[config.mk]
export PLATFORM = sky130hd
export DESIGN_NAME = mac_sequencer_flat
export DESIGN_NICKNAME = d
export VERILOG_FILES = /design/src/rtl/mac_sequencer_pkg.sv /design/src/rtl/mac_sequencer_if.sv /design/src/rtl/mac_sequencer_pair_counter.sv /design/src/rtl/mac_sequencer.sv /design/src/flat_wrapper.sv
export SDC_FILE = /design/constraint.sdc
export NUM_CORES = 1
export LEC_CHECK = 0
export BUFFER_PORTS_ARGS = -buffer_cell sky130_fd_sc_hd__buf_4
export CAP_MARGIN = 20
export CORE_MARGIN = 10
export CORE_UTILIZATION = 42
export DETAILED_ROUTE_END_ITERATION = 16
export PLACE_DENSITY = 0.75
export SLEW_MARGIN = 20
export SYNTH_ARGS = -nofsm -noshare
export SYNTH_HDL_FRONTEND = slang
export SYNTH_HIERARCHICAL = 1
export SYNTH_SLANG_ARGS = --single-unit
[constraint.sdc]
create_clock -name clk -period 2.1 [get_ports clk]
set_input_delay 0.105 -clock clk [delete_from_list [all_inputs] [get_ports clk]]
set_output_delay 0.105 -clock clk [all_outputs]
set_load 0.02 [all_outputs]
[src/rtl/mac_sequencer_pkg.sv]
`default_nettype none
// ============================================================================
// Module   : tpu_seq_pkg
// Purpose  : Shared types and constants for the MAC job sequencer: the FSM
//            state encoding, operand/accumulator widths and the zero operand.
// Ports    : none (package)
// Revision : 1.0 - initial release
// ============================================================================
package tpu_seq_pkg;

    localparam int OP_W   = 8;
    localparam int ACC_W  = 34;
    localparam int HALF_W = 17;

    // Minifloat 0x00 multiplies to exactly zero, so it is the idle operand.
    localparam logic [OP_W-1:0] ZERO_OP = 8'h00;

    typedef enum logic [2:0] {
        S_IDLE    = 3'd0,
        S_CLEAR   = 3'd1,
        S_STREAM  = 3'd2,
        S_READ_LO = 3'd3,
        S_READ_HI = 3'd4,
        S_DONE    = 3'd5
    } seq_state_t;

endpackage
`default_nettype wire

[src/rtl/mac_sequencer_if.sv]
`default_nettype none
// ============================================================================
// Module   : mac_sequencer_if
// Purpose  : Bundles the command, operand and result handshakes together
//            with the MAC control/return signals of one sequencer instance.
// Ports    : cmd_*  job command (pair count minus one)
//            op_*   operand pair stream
//            res_*  accumulated result and sticky error
//            mac_*  MAC clear, operands, half-select, selected half, error
//            modport slave  : sequencer view
//            modport master : environment view (source, sink and MAC)
// Revision : 1.0 - initial release
// ============================================================================
interface mac_sequencer_if
    import tpu_seq_pkg::*;
#(
    parameter int LEN_W = 8
) ();

    logic              cmd_valid;
    logic              cmd_ready;
    logic [LEN_W-1:0]  cmd_len;

    logic              op_valid;
    logic              op_ready;
    logic [OP_W-1:0]   op_a;
    logic [OP_W-1:0]   op_b;

    logic              res_valid;
    logic              res_ready;
    logic [ACC_W-1:0]  res_data;
    logic              res_error;

    logic              mac_clear;
    logic [OP_W-1:0]   mac_a;
    logic [OP_W-1:0]   mac_b;
    logic              mac_hl;
    logic [HALF_W-1:0] mac_out;
    logic              mac_error;

    modport slave (
        input  cmd_valid, cmd_len, op_valid, op_a, op_b, res_ready,
               mac_out, mac_error,
        output cmd_ready, op_ready, res_valid, res_data, res_error,
               mac_clear, mac_a, mac_b, mac_hl
    );

    modport master (
        output cmd_valid, cmd_len, op_valid, op_a, op_b, res_ready,
               mac_out, mac_error,
        input  cmd_ready, op_ready, res_valid, res_data, res_error,
               mac_clear, mac_a, mac_b, mac_hl
    );

endinterface
`default_nettype wire

[src/rtl/mac_sequencer_pair_counter.sv]
`default_nettype none
// ============================================================================
// Module   : seq_pair_counter
// Purpose  : Loadable down-counter of remaining operand pairs with a
//            terminal-count flag (count == 0).
// Ports    : clk, reset (async, active-low)
//            load / load_val : load the counter
//            dec             : decrement by one
//            tc              : counter is zero
// Revision : 1.0 - initial release
// ============================================================================
module seq_pair_counter #(
    parameter int LEN_W = 8
) (
    input  logic             clk,
    input  logic             reset,
    input  logic             load,
    input  logic [LEN_W-1:0] load_val,
    input  logic             dec,
    output logic             tc
);

    logic [LEN_W-1:0] r_count;

    always_ff @(posedge clk or negedge reset) begin
        if (!reset) begin
            r_count <= '0;
        end else if (load) begin
            r_count <= load_val;
        end else if (dec && (r_count != '0)) begin
            // The last pair is taken at zero; holding there avoids a wrap.
            r_count <= r_count - 1'b1;
        end
    end

    assign tc = (r_count == '0);

endmodule
`default_nettype wire

[src/rtl/mac_sequencer.sv]
`default_nettype none
// ============================================================================
// Module   : mac_sequencer
// Purpose  : Runs one minifloat MAC through complete dot-product jobs:
//            clear, stream cmd_len+1 pairs, read the 34-bit sum back in two
//            17-bit halves, and present it with a sticky overflow flag.
// Ports    : clk   - clock
//            reset - asynchronous active-low reset, returns to IDLE
//            bus   - mac_sequencer_if.slave (cmd/op/res handshakes, MAC ctl)
// Revision : 1.0 - initial release
// ============================================================================
module mac_sequencer
    import tpu_seq_pkg::*;
#(
    parameter int LEN_W = 8
) (
    input  logic               clk,
    input  logic               reset,
    mac_sequencer_if.slave     bus
);

    seq_state_t        r_state;
    seq_state_t        w_next_state;
    logic [ACC_W-1:0]  r_res_data;
    logic              r_res_error;
    logic              w_op_fire;
    logic              w_cmd_fire;
    logic              w_last_pair;

    logic              w_cmd_ready;
    logic              w_op_ready;
    logic              w_res_valid;
    logic              w_mac_clear;
    logic              w_mac_hl;
    logic [OP_W-1:0]   w_mac_a;
    logic [OP_W-1:0]   w_mac_b;

    assign w_cmd_fire = (r_state == S_IDLE)   && bus.cmd_valid;
    assign w_op_fire  = (r_state == S_STREAM) && bus.op_valid;

    seq_pair_counter #(
        .LEN_W    (LEN_W)
    ) u_pair_counter (
        .clk      (clk),
        .reset    (reset),
        .load     (w_cmd_fire),
        .load_val (bus.cmd_len),
        .dec      (w_op_fire),
        .tc       (w_last_pair)
    );

    // ---------------- state register ----------------
    always_ff @(posedge clk or negedge reset) begin
        if (!reset) begin
            r_state <= S_IDLE;
        end else begin
            r_state <= w_next_state;
        end
    end

    // ---------------- next-state logic ----------------
    always_comb begin
        w_next_state = r_state;
        case (r_state)
            S_IDLE:    if (bus.cmd_valid) w_next_state = S_CLEAR;
            S_CLEAR:   w_next_state = S_STREAM;
            S_STREAM:  if (w_op_fire && w_last_pair) w_next_state = S_READ_LO;
            S_READ_LO: w_next_state = S_READ_HI;
            S_READ_HI: w_next_state = S_DONE;
            S_DONE:    if (bus.res_ready) w_next_state = S_IDLE;
            default:   w_next_state = S_IDLE;
        endcase
    end

    // ---------------- output decode ----------------
    // The MAC adds a product every cycle, so operands are forced to the
    // zero minifloat whenever no pair is being handed over.
    always_comb begin
        w_cmd_ready = (r_state == S_IDLE);
        w_op_ready  = (r_state == S_STREAM);
        w_mac_clear = (r_state == S_CLEAR);
        w_mac_hl    = (r_state == S_READ_HI);
        w_res_valid = (r_state == S_DONE);
        w_mac_a     = ZERO_OP;
        w_mac_b     = ZERO_OP;
        if (w_op_fire) begin
            w_mac_a = bus.op_a;
            w_mac_b = bus.op_b;
        end
    end

    // ---------------- result capture and sticky error ----------------
    always_ff @(posedge clk or negedge reset) begin
        if (!reset) begin
            r_res_data  <= '0;
            r_res_error <= 1'b0;
        end else begin
            case (r_state)
                S_CLEAR:   r_res_error <= 1'b0;
                S_STREAM:  if (w_op_fire) r_res_error <= r_res_error | bus.mac_error;
                S_READ_LO: r_res_data[HALF_W-1:0]     <= bus.mac_out;
                S_READ_HI: r_res_data[ACC_W-1:HALF_W] <= bus.mac_out;
                default:   ;
            endcase
        end
    end

    assign bus.cmd_ready = w_cmd_ready;
    assign bus.op_ready  = w_op_ready;
    assign bus.res_valid = w_res_valid;
    assign bus.res_data  = r_res_data;
    assign bus.res_error = r_res_error;
    assign bus.mac_clear = w_mac_clear;
    assign bus.mac_hl    = w_mac_hl;
    assign bus.mac_a     = w_mac_a;
    assign bus.mac_b     = w_mac_b;

endmodule
`default_nettype wire

[src/flat_wrapper.sv]
// flat-port wrapper written by rule: the top's interface ports become plain ports
module mac_sequencer_flat import tpu_seq_pkg::*;
#(
    parameter int LEN_W = 8
)
  (clk, reset, bus_cmd_valid, bus_cmd_len, bus_op_valid, bus_op_a, bus_op_b, bus_res_ready, bus_mac_out, bus_mac_error, bus_cmd_ready, bus_op_ready, bus_res_valid, bus_res_data, bus_res_error, bus_mac_clear, bus_mac_a, bus_mac_b, bus_mac_hl);
  mac_sequencer_if #(.LEN_W(LEN_W)) bus_i ();
  input  logic clk;
  input  logic reset;
  input wire logic [$bits(bus_i.cmd_valid)-1:0] bus_cmd_valid;
  input wire logic [$bits(bus_i.cmd_len)-1:0] bus_cmd_len;
  input wire logic [$bits(bus_i.op_valid)-1:0] bus_op_valid;
  input wire logic [$bits(bus_i.op_a)-1:0] bus_op_a;
  input wire logic [$bits(bus_i.op_b)-1:0] bus_op_b;
  input wire logic [$bits(bus_i.res_ready)-1:0] bus_res_ready;
  input wire logic [$bits(bus_i.mac_out)-1:0] bus_mac_out;
  input wire logic [$bits(bus_i.mac_error)-1:0] bus_mac_error;
  output wire logic [$bits(bus_i.cmd_ready)-1:0] bus_cmd_ready;
  output wire logic [$bits(bus_i.op_ready)-1:0] bus_op_ready;
  output wire logic [$bits(bus_i.res_valid)-1:0] bus_res_valid;
  output wire logic [$bits(bus_i.res_data)-1:0] bus_res_data;
  output wire logic [$bits(bus_i.res_error)-1:0] bus_res_error;
  output wire logic [$bits(bus_i.mac_clear)-1:0] bus_mac_clear;
  output wire logic [$bits(bus_i.mac_a)-1:0] bus_mac_a;
  output wire logic [$bits(bus_i.mac_b)-1:0] bus_mac_b;
  output wire logic [$bits(bus_i.mac_hl)-1:0] bus_mac_hl;
  assign bus_i.cmd_valid = bus_cmd_valid;
  assign bus_i.cmd_len = bus_cmd_len;
  assign bus_i.op_valid = bus_op_valid;
  assign bus_i.op_a = bus_op_a;
  assign bus_i.op_b = bus_op_b;
  assign bus_i.res_ready = bus_res_ready;
  assign bus_i.mac_out = bus_mac_out;
  assign bus_i.mac_error = bus_mac_error;
  assign bus_cmd_ready = bus_i.cmd_ready;
  assign bus_op_ready = bus_i.op_ready;
  assign bus_res_valid = bus_i.res_valid;
  assign bus_res_data = bus_i.res_data;
  assign bus_res_error = bus_i.res_error;
  assign bus_mac_clear = bus_i.mac_clear;
  assign bus_mac_a = bus_i.mac_a;
  assign bus_mac_b = bus_i.mac_b;
  assign bus_mac_hl = bus_i.mac_hl;
  mac_sequencer #(.LEN_W(LEN_W)) u_core (.clk(clk), .reset(reset), .bus(bus_i));
endmodule
==> results of run 1 <==
cell type report:
class	count	area, um2	area share (%)
multi-input cells	114	1016	31.79
clock buffers	5	68.82	2.153
inverters	4	15.01	0.4699
clock inverters	3	21.27	0.6656
flip-flops and latches	46	1151	36.02
well taps	70	87.58	2.741
repair buffers	111	835.8	26.16
cells by family (layout without fill, tap and decap cells):
group,Yosys count,count (layout)
AND/OR/NAND/NOR,57,57
AO/OA/AOI/OAI,21,21
buffers and inverters,14,123
flip-flops,46,46
adder cells (fa/ha/maj),2,2
multiplexers,34,34
power groups by stage:
stage / Combinational [uW] / Clock [uW] / Sequential [uW]
3_3_place_gp: 2600 / 0 / 1610
2_1_floorplan: 1260 / 0 / 2010
5_1_grt: 2800 / 605 / 1690
3_5_place_dp: 2630 / 0 / 1630
4_1_cts: 2640 / 559 / 1620
6_report: 2600 / 538 / 1620
state kept, by name (all words and copies together) (netlist names):
register / count
u_core/bus.res_error: 1
u_core/bus.res_data: 34
u_core/u_pair_counter/r_count: 8
u_core/r_state: 3
path summary, 6_finish.rpt:
check | cells after the start | endpoint | startpoint
worst max-delay path | 3 | u_core/u_pair_counter/r_count[6] | u_core/u_pair_counter/r_count[2]
worst min-delay path | 3 | u_core/u_pair_counter/r_count[3] | bus_cmd_len[3]
worst max register to register | 3 | u_core/u_pair_counter/r_count[6] | u_core/u_pair_counter/r_count[2]
worst min register to register | 1 | u_core/bus.res_data[11] | u_core/bus.res_data[11]
max in group asynchronous | 2 | u_core/u_pair_counter/r_count[5] | reset
min in group asynchronous | 2 | u_core/bus.res_data[18] | reset
worst register-to-register path: stages, from the launching register on:
cell	delay (ps)
dfrtp_1	450
or4_1	670
or4_1	540
a31oi_1	160
placed cells by master, fill, tap and decap left out, types with 2 or more instances in the layout:
| master | netlist | final |
|---|---|---|
| buf_4 | 1 | 110 |
| dfrtp_1 | 46 | 46 |
| and2_1 | 18 | 18 |
| mux2_4 | 18 | 18 |
| mux2_2 | 16 | 16 |
| nor2_1 | 7 | 7 |
| nor3b_1 | 6 | 6 |
| clkbuf_8 | 0 | 5 |
| nor3_1 | 4 | 4 |
| inv_1 | 3 | 3 |
| or2_2 | 3 | 3 |
| a221o_1 | 3 | 3 |
| o21ai_0 | 3 | 3 |
| or4_1 | 3 | 3 |
| a21oi_1 | 3 | 3 |
| nand4_1 | 2 | 2 |
| nand3_1 | 2 | 2 |
| nand2_1 | 2 | 2 |
| a31oi_1 | 2 | 2 |
| ha_1 | 2 | 2 |
stage by stage:
| step | worst slack, ps | instances | area [um2] | util [%] | total power [uW] |
|---|---|---|---|---|---|
| after global routing | 135.4 | 353 | 3196 | 61.39 | 5089 |
| after global placement | 287.7 | 344 | 3095 | 59.47 | 4209 |
| after floorplan | 19.49 | 174 | 2286 | - | 3276 |
| final | 205.2 | 353 | 3196 | 61.39 | 4762 |
| after detailed placement | 248.2 | 344 | 3095 | 59.47 | 4264 |
| after CTS | 225.4 | 353 | 3196 | 61.39 | 4820 |
routing by layer:
layer  share of wire, %  global-route usage [%]  wire, um  vias to the layer above
met4                1.2                   3.038        69                        0
li1                   -                       -         -                      843
met3                7.9                   5.436       471                        9
met1                 42                   15.29      2474                      848
met5                  0                       0         0                        -
met2                 49                   21.72      2932                       63
timing repair:
action	in CTS	in global routing
endpoints found under the hold margin	46	0
hold buffers	1	0
buffers inserted	0	0
gates resized for setup	0	0
==> run_results.csv, run 1 <==
group,metric,value,unit
placed_design,portBuffers,102,
placed_design,routabilityCongestion,0.8374,
timing,rsz0062_at_grt,"no",
grt,antenna_found_initial,0,
outcome,status,"complete, no violations",
synthesis,synth_top_family_by_area,"multiplexers",
grt,grt_pass1_wl,9301,um
worst_setup_path,crit_type,"reg2reg",
power_and_ir_drop,p_seq_share,34.0,%
grt,grt_pass1_vias,1835,
synthesis,ys.flop_type,"dfrtp_1",
synthesis,yosys.area_share.adder,1.095,%
final_layout,final_nets,331,
worst_setup_path,critical_path.max_fanout,8,
worst_setup_path,cp.required,2320,ps
cts,clkTransAtPathRegs,80,ps
routing,vias,1763,
worst_setup_path,cp_cell_sequence,"or4_1, or4_1, a31oi_1",
synthesis,synth_top_area_share,50.36,%
power_and_ir_drop,clkPwrFrac,11.3,%
timing,worstMarginPinSlew,586.2,ps
floorplan,core-area,0.005205,mm2
synthesis,synth_edf_count,0,
floorplan,die-area,0.008794,mm2
timing,setup_viol,0,
cts,numCtsBuffers,5,
worst_setup_path,crit_top_cell,"or4_1",
grt,overflow,0,
timing,slew_violations,0,
floorplan,start_util,43.92,%
routing,drt_iter0_markers,65,
routing,ant_nets,0,
worst_setup_path,slowest_delay,670,ps
floorplan,core.rowCount,26,
worst_setup_path,worst_path_max_delay_cell,"or4_1",
power_and_ir_drop,powerDensity,1490,mW/mm2
timing,relSlewSlack,60.56,%
synthesis,synth_compound_area_share,7.170,%
worst_setup_path,crit_family,"simple AND/OR/NAND/NOR gates",
synthesis,yosysTopAreaCell,"dfrtp_1",
cts,cts_root_buf,"clkbuf_8",
synthesis,avgSynthCellArea,13.14,um2
synthesis,synthCells,174,
synthesis,synth_nets,223,
synthesis,ys_ff_latch,46,
routing,routed_wl,5947,um
synthesis,ys_types,44,
routing,wire_per_inst,16.85,um
routing,drt_pass1_iterations,4,
cts,htree_levels,2,
floorplan,die_y,93.78,um
placed_design,dp_hpwl,4508,um
final_layout,drive_gt1_share,56.18,%
synthesis,synth-simple-area-share,16.48,%
worst_setup_path,worstPathArrival,2120,ps
worst_setup_path,worstSetupEndpointType,"flop",
worst_setup_path,regToRegSetupSlack,210,ps
synthesis,yosysSeqAreaShare,50.36,%
synthesis,yosys_warnings,6,
synthesis,synth.most_common_cell,"dfrtp_1",
final_layout,area_delta_synth_final,39.79,%
timing,timing.fmax,0.5278,GHz
grt,global_route.usage.total,13.07,%
worst_setup_path,critical_path_buf_inv_count,0,
power_and_ir_drop,power.switching,1869,uW
synthesis,synthArstFlopShare,100.0,%
power_and_ir_drop,p_leak,0.001563,uW
worst_setup_path,startpoint_type,"flop",
floorplan,io_pins,103,
synthesis,synth_area_leaders,"dfrtp_1 50%, mux2_4 12%, mux2_2 7.9%",
power_and_ir_drop,power_frac_comb,54.7,%
timing,whs,32.50,ps
synthesis,synthMuxAreaShare,19.70,%
routing,via_per_inst,4.994,
power_and_ir_drop,p_sw_share,39.26,%
final_layout,nFillCells,442,
timing,post-route-period-util,90.23,%
grt,grt_max_degree,47,
final_layout,antenna_cells,0,
timing,hold_violations,0,
timing,timing.final.crit_period,1895,ps
power_and_ir_drop,p_int,2892,uW
synthesis,synth_common_cells,"46 x dfrtp_1, 18 x and2_1, 18 x mux2_4, 16 x mux2_2, 7 x nor2_1",
cts,clk_latency,300,ps
synthesis,syn_area,0.002286,mm2
flow_run,drv_cap,0,
cts,cts_tree,"done",
floorplan,die_x,93.78,um
cts,cts_sinks,46,
timing,fin_tns_setup,0,ps
synthesis,synth-xor-area-share,0,%
routing,route.detailed.drc,0,
cts,cts.path.max_buffers,2,
timing,finalClockSkew,4.449,ps
min_path,hp-class,"in2reg",
power_and_ir_drop,ir_worst_vdd,0.0006817,V
Power figures use the tool's default switching activity.
==> inputs of run 2 (changes only) <==
--- a/config.mk
+++ b/config.mk
@@ -7,7 +7,6 @@
 export LEC_CHECK = 0
 export BUFFER_PORTS_ARGS = -buffer_cell sky130_fd_sc_hd__buf_4
 export CAP_MARGIN = 20
-export CORE_MARGIN = 10
 export CORE_UTILIZATION = 42
 export DETAILED_ROUTE_END_ITERATION = 16
 export PLACE_DENSITY = 0.75
==> run 2 against run 1 <==
Total power grew 1.8%. Worst hold slack gained 7.5 ps. Non-clock buffer count is the same. Die area shrank 35%. Sequential power is essentially flat. Utilization grew 0.82 points. Design area grew 0.71%. Global-route usage grew 4.5 points. Fmax grew 0.40%. Worst setup slack gained 7.5 ps.
==> run_results.csv, run 2 (synthesis gave the netlist of run 1 again) <==
group,metric,value,unit
floorplan,start_util,44.19,%
routing,routed_wl,4932,um
routing,met2_length,2414,um
worst_setup_path,slowest_delay,450,ps
worst_setup_path,startpoint_type,"flop",
routing,drt_iter0_markers,64,
routing,top_layer,"met4",
grt,grt_pass1_wl,7500,um
final_layout,instances_no_fill,353,
grt,global_route.usage.total,17.54,%
final_layout,drive_gt1_share,56.18,%
timing,timing.fmax,0.5298,GHz
placed_design,routabilityCongestion,0.8887,
timing,relSlewSlack,58.93,%
timing,finalClockSkew,6.002,ps
worst_setup_path,cp_cell_sequence,"and4bb_1, or3b_1, or4_1, o221ai_1",
min_path,hp-class,"in2reg",
timing,slew_violations,0,
timing,worstMarginPinSlew,610.4,ps
cts,numCtsBuffers,5,
routing,drt-met1-wl,2198,um
worst_setup_path,worstPathArrival,2090,ps
floorplan,die-area,0.005742,mm2
worst_setup_path,worstSetupEndpointType,"flop",
worst_setup_path,crit_family,"simple AND/OR/NAND/NOR gates",
cts,htree_levels,2,
timing,timing.final.crit_period,1887,ps
timing,post-route-period-util,89.87,%
placed_design,dp_hpwl,3597,um
final_layout,layout_common_cells,"110 x buf_4, 46 x dfrtp_1, 18 x and2_1, 18 x mux2_4, 16 x mux2_2",
floorplan,core.rowCount,26,
floorplan,die_y,75.78,um
worst_setup_path,worst_path_max_delay_cell,"or3b_1",
cts,cts_sinks,46,
cts,cts_root_buf,"clkbuf_8",
worst_setup_path,regToRegSetupSlack,210,ps
power_and_ir_drop,powerDensity,1507,mW/mm2
final_layout,antenna_cells,0,
worst_setup_path,reg2reg_from,"u_core/r_state[1]",
flow_run,drv_cap,0,
timing,rsz0062_at_grt,"no",
worst_setup_path,worst_r2r_path_depth,4,
min_path,min_from,"bus_mac_out[2]",
floorplan,core-area,0.005172,mm2
timing,hold_violations,0,
final_layout,area_delta_synth_final,40.78,%
routing,wl_met3,271,um
grt,overflow,0,
min_path,hold_path_end,"u_core/bus.res_data[2]",
grt,grt_pass1_vias,1617,
timing,setup_viol,0,
placed_design,portBuffers,102,
routing,via_per_inst,5.045,
final_layout,final_common_cell,"buf_4",
cts,clkTransAtPathRegs,90,ps
worst_setup_path,r2r-end,"u_core/u_pair_counter/r_count[3]",
routing,ant_nets,0,
routing,vias,1781,
power_and_ir_drop,p_leak,0.001577,uW
final_layout,largest_reg_flops,34,
routing,wire_per_inst,13.97,um
grt,grt_max_degree,47,
routing,route.detailed.drc,0,
placed_design,placed_cells,344,
min_path,min_path_cells,2,
worst_setup_path,critical_path.max_fanout,6,
routing,drt_pass1_iterations,4,
cts,clk_latency,300,ps
worst_setup_path,critical_path_buf_inv_count,0,
cts,cts_tree,"done",
final_layout,final_util,62.22,%
final_layout,nFillCells,431,
final_layout,final_nets,331,
worst_setup_path,cp.required,2300,ps
floorplan,io_pins,103,
floorplan,die_x,75.78,um
timing,fin_tns_setup,0,ps
power_and_ir_drop,ir_worst_vdd,0.0007300,V
outcome,status,"complete, no violations",
grt,antenna_found_initial,0,
worst_setup_path,crit_type,"reg2reg",
cts,cts.path.max_buffers,2,
## run 2: layout make-up
type	instances	area (um2)	area share, %
clock buffer	5	68.82	2.138
timing repair buffer	111	835.8	25.97
multi-input combinational	114	1016	31.57
inverter	4	15.01	0.4666
sequential	46	1151	35.77
clock inverter	3	43.79	1.361
tap	70	87.58	2.722
## run 2: metrics by stage
step	hold WS, ps	worst slack, ps	total power, uW	area [um2]
floorplan	-190.6	19.49	3276	2286
global placement	141.6	284.3	4159	3095
detailed placement	150.2	237.9	4206	3095
CTS	25.86	211.0	4892	3218
global route	21.85	139.3	5178	3218
finish	39.99	212.7	4848	3218
## run 2: repair_timing
action | in CTS | in global routing
buffers inserted | 0 | 0
hold buffers | 1 | 0
endpoints found under the hold margin | 46 | 0
resized for setup | 0 | 0
## run 2: per-layer routing
layer	vias to the layer above	track usage (%)
met1	872	22.44
met3	6	4.497
met5	-	0
met4	0	5.350
met2	63	29.20
li1	840	-
## run 2: worst register-to-register path: cells and delay by family, from the launching register on
| kind | cells | cell delay, ps |
|---|---|---|
| AND/OR/NAND/NOR | 3 | 1170 |
| flip-flops | 1 | 440 |
| AO/OA/AOI/OAI | 1 | 190 |
## run 2: where the power goes
part | internal [uW] | total (uW) | switching [uW]
Combinational | 1330 | 2560 | 1240
Clock | 357 | 660 | 303
Sequential | 1330 | 1620 | 293
Total | 3020 | 4850 | 1830
## run 2: how the worst max path moves through the flow
stage                                  endpoint  cells after the start                              from
6_report       u_core/u_pair_counter/r_count[3]                      4                 u_core/r_state[1]
5_1_grt        u_core/u_pair_counter/r_count[3]                      4                 u_core/r_state[1]
4_1_cts        u_core/u_pair_counter/r_count[3]                      4                 u_core/r_state[1]
3_5_place_dp   u_core/u_pair_counter/r_count[3]                      4                 u_core/r_state[1]
3_3_place_gp   u_core/u_pair_counter/r_count[6]                      3  u_core/u_pair_counter/r_count[2]
2_1_floorplan  u_core/u_pair_counter/r_count[7]                      7                 u_core/r_state[2]
==> inputs of run 3 (changes only) <==
--- a/config.mk
+++ b/config.mk
@@ -5,11 +5,11 @@
 export SDC_FILE = /design/constraint.sdc
 export NUM_CORES = 1
 export LEC_CHECK = 0
+export ABC_AREA = 1
 export BUFFER_PORTS_ARGS = -buffer_cell sky130_fd_sc_hd__buf_4
 export CAP_MARGIN = 20
-export CORE_UTILIZATION = 42
+export CORE_UTILIZATION = 35
 export DETAILED_ROUTE_END_ITERATION = 16
-export PLACE_DENSITY = 0.75
 export SLEW_MARGIN = 20
 export SYNTH_ARGS = -nofsm -noshare
 export SYNTH_HDL_FRONTEND = slang
==> run 3 against run 2 <==
Worst hold slack worse by 9.7 ps. Final cell count is 32% higher. Combinational power down 5%. Utilization decreased by 12 points. Fmax is 8.5% higher. Global-route usage down 1.6 points. Clock power about the same. Design area fell by 0.86%. Worst setup slack gained 150 ps. Wire length increased by 3.5%.
==> run_results.csv, run 3 <==
group,metric,value,unit
cts,hold_buffers,1,
grt,antenna_found_initial,0,
floorplan,io_pins,103,
synthesis,ys_types,27,
synthesis,synth_nets,337,
synthesis,synth.most_common_cell,"nand2_1",
floorplan,core-area,0.006350,mm2
routing,drt_iter0_markers,52,
power_and_ir_drop,p_leak,0.001795,uW
routing,via_per_inst,4.529,
grt,grt_pass1_vias,2005,
final_layout,seq_area,0.001151,mm2
final_layout,largest_reg_flops,34,
cts,cts_root_buf,"clkbuf_8",
floorplan,die-area,0.006877,mm2
synthesis,synthArstFlopShare,100.0,%
timing,fin_tns_setup,0,ps
cts,numCtsBuffers,5,
placed_design,placed_cells,458,
final_layout,multi_input_area,839.6,um2
synthesis,ys_ff_latch,46,
timing,rsz0062_at_grt,"no",
synthesis,syn_area,0.002292,mm2
timing,slew_violations,0,
power_and_ir_drop,powerDensity,1488,mW/mm2
worst_setup_path,r2r-end,"u_core/u_pair_counter/r_count[2]",
timing,post-route-period-util,82.82,%
synthesis,synth_edf_count,0,
synthesis,ys.flop_type,"dfrtp_1",
final_layout,area_delta_synth_final,39.19,%
placed_design,portBuffers,102,
cts,cts_tree,"done",
routing,vias,2115,
timing,setup_viol,0,
worst_setup_path,cp_cell_sequence,"nor2_4, nand2_2, inv_1, buf_4",
synthesis,avgSynthCellArea,7.959,um2
timing,finalClockSkew,2.540,ps
routing,routed_wl,5107,um
cts,cts_sinks,46,
worst_setup_path,worst_r2r_path_depth,8,
synthesis,yosysSeqAreaShare,50.22,%
final_layout,nFillCells,647,
timing,hold_violations,0,
worst_setup_path,cp.required,2000,ps
synthesis,synth_area_leaders,"dfrtp_1 50%, nand2_1 12%, inv_1 8.4%",
worst_setup_path,slowest_delay,570,ps
routing,route.detailed.drc,0,
timing,relSlewSlack,61.76,%
floorplan,start_util,36.10,%
routing,drt_pass1_iterations,6,
synthesis,yosys_warnings,6,
final_layout,final_common_cell,"buf_4",
grt,overflow,0,
final_layout,layout_common_cells,"103 x buf_4, 73 x nand2_1, 51 x inv_1",
cts,htree_levels,2,
grt,global_route.usage.total,15.91,%
worst_setup_path,startpoint_type,"flop",
floorplan,die_y,82.93,um
outcome,status,"complete, no violations",
final_layout,antenna_cells,0,
min_path,min_from,"bus_cmd_len[5]",
min_path,min_path_cells,3,
cts,clkTransAtPathRegs,90,ps
cts,cts_setup_buffers,0,
flow_run,drv_cap,0,
worst_setup_path,reg2reg_from,"u_core/r_state[1]",
min_path,hold_path_end,"u_core/u_pair_counter/r_count[5]",
placed_design,dp_hpwl,3733,um
cts,ctsResizeCount,0,
timing,timing.final.crit_period,1739,ps
timing,finalWorstSetupSlack,360.7,ps
worst_setup_path,worstPathArrival,1630,ps
grt,grt_pass1_wl,9080,um
routing,wire_per_inst,10.94,um
final_layout,drive_gt1_share,31.54,%
placed_design,routabilityCongestion,0.7509,
timing,timing.fmax,0.5749,GHz
synthesis,synth_common_cells,"73 x nand2_1, 51 x inv_1, 46 x dfrtp_1, 34 x o21ai_0, 26 x nor2_1",
placed_design,pre_cts_slack,540.0,ps
synthesis,synth_top_area_share,50.22,%
min_path,hp-class,"in2reg",
grt,grt_max_degree,47,
routing,ant_nets,0,
final_layout,final_nets,438,
cts,cts.path.max_buffers,2,
synthesis,yosysTopAreaCell,"dfrtp_1",
floorplan,core.rowCount,29,
floorplan,die_x,82.93,um
cts,clk_latency,290,ps
worst_setup_path,worst_path_max_delay_cell,"dfrtp_1",
worst_setup_path,regToRegSetupSlack,510,ps
worst_setup_path,critical_path.max_fanout,36,
final_layout,instances_no_fill,467,
worst_setup_path,crit_type,"reg2out",
timing,worstMarginPinSlew,571.6,ps
worst_setup_path,worstSetupEndpointType,"output port",
power_and_ir_drop,ir_worst_vdd,0.0007598,V
synthesis,synthCells,288,
run 3: report_power, final:
| part | internal, uW | switching (uW) | leakage [uW] | total, uW |
|---|---|---|---|---|
| Combinational | 989 | 1450 | 0.00118 | 2440 |
| Sequential | 1320 | 328 | 0.000568 | 1650 |
| Clock | 355 | 303 | 0.0000514 | 658 |
| Total | 2670 | 2080 | 0.00179 | 4750 |
run 3: cell type report:
class / count / share of cell area [%]
Inverter: 55 / 6.588
Tap cell: 77 / 3.020
Multi-Input combinational cell: 177 / 26.31
Sequential cell: 46 / 36.08
Clock inverter: 2 / 1.176
Timing Repair Buffer: 104 / 24.55
Clock buffer: 6 / 2.275
run 3: metal layers:
| layer | GRT usage, % | up-vias | routed length, um | part of all wire [%] |
|---|---|---|---|---|
| met5 | 0 | - | 0 | 0 |
| met3 | 5.765 | 5 | 509 | 10 |
| met2 | 25.19 | 81 | 2171 | 43 |
| met4 | 4.232 | 0 | 57 | 1.1 |
| li1 | - | 1083 | - | - |
| met1 | 20.62 | 946 | 2369 | 46 |
run 3: cells by family after synthesis:
kind of cell | Yosys count | share of synthesized area, %
and+or+nand+nor | 131 | 25.27
xor gates and xnor gates | 1 | 0.3822
DFF | 46 | 50.22
AOI/OAI and AO/OA | 43 | 9.880
adders and majority gates | 2 | 1.092
buffers and inverters | 65 | 13.15
run 3: how the worst max path moves through the flow:
stage,from,endpoint
after floorplan,u_core/r_state[1],u_core/u_pair_counter/r_count[0]
after global placement,u_core/r_state[1],u_core/u_pair_counter/r_count[4]
after detailed placement,u_core/r_state[1],u_core/u_pair_counter/r_count[2]
after CTS,u_core/r_state[1],bus_mac_hl
after global routing,u_core/r_state[1],bus_mac_hl
final,u_core/r_state[1],bus_mac_hl
run 3: metrics by stage:
step           util [%]  hold slack (ps)  total power [uW]  instance area [um2]
6_report          50.25            30.34              4746                 3191
5_1_grt           50.25            26.91              5162                 3191
4_1_cts           50.25            18.39              4810                 3191
3_5_place_dp      48.35            149.0              4131                 3070
3_3_place_gp      48.35            154.3              4093                 3070
2_1_floorplan         -           -190.6              3224                 2292
run 3: worst max-delay path: cells and delay by family (launching register included):
family | cells | cell delay [ps]
buffers and inverters | 2 | 250
DFF | 1 | 570
and+or+nand+nor | 2 | 500
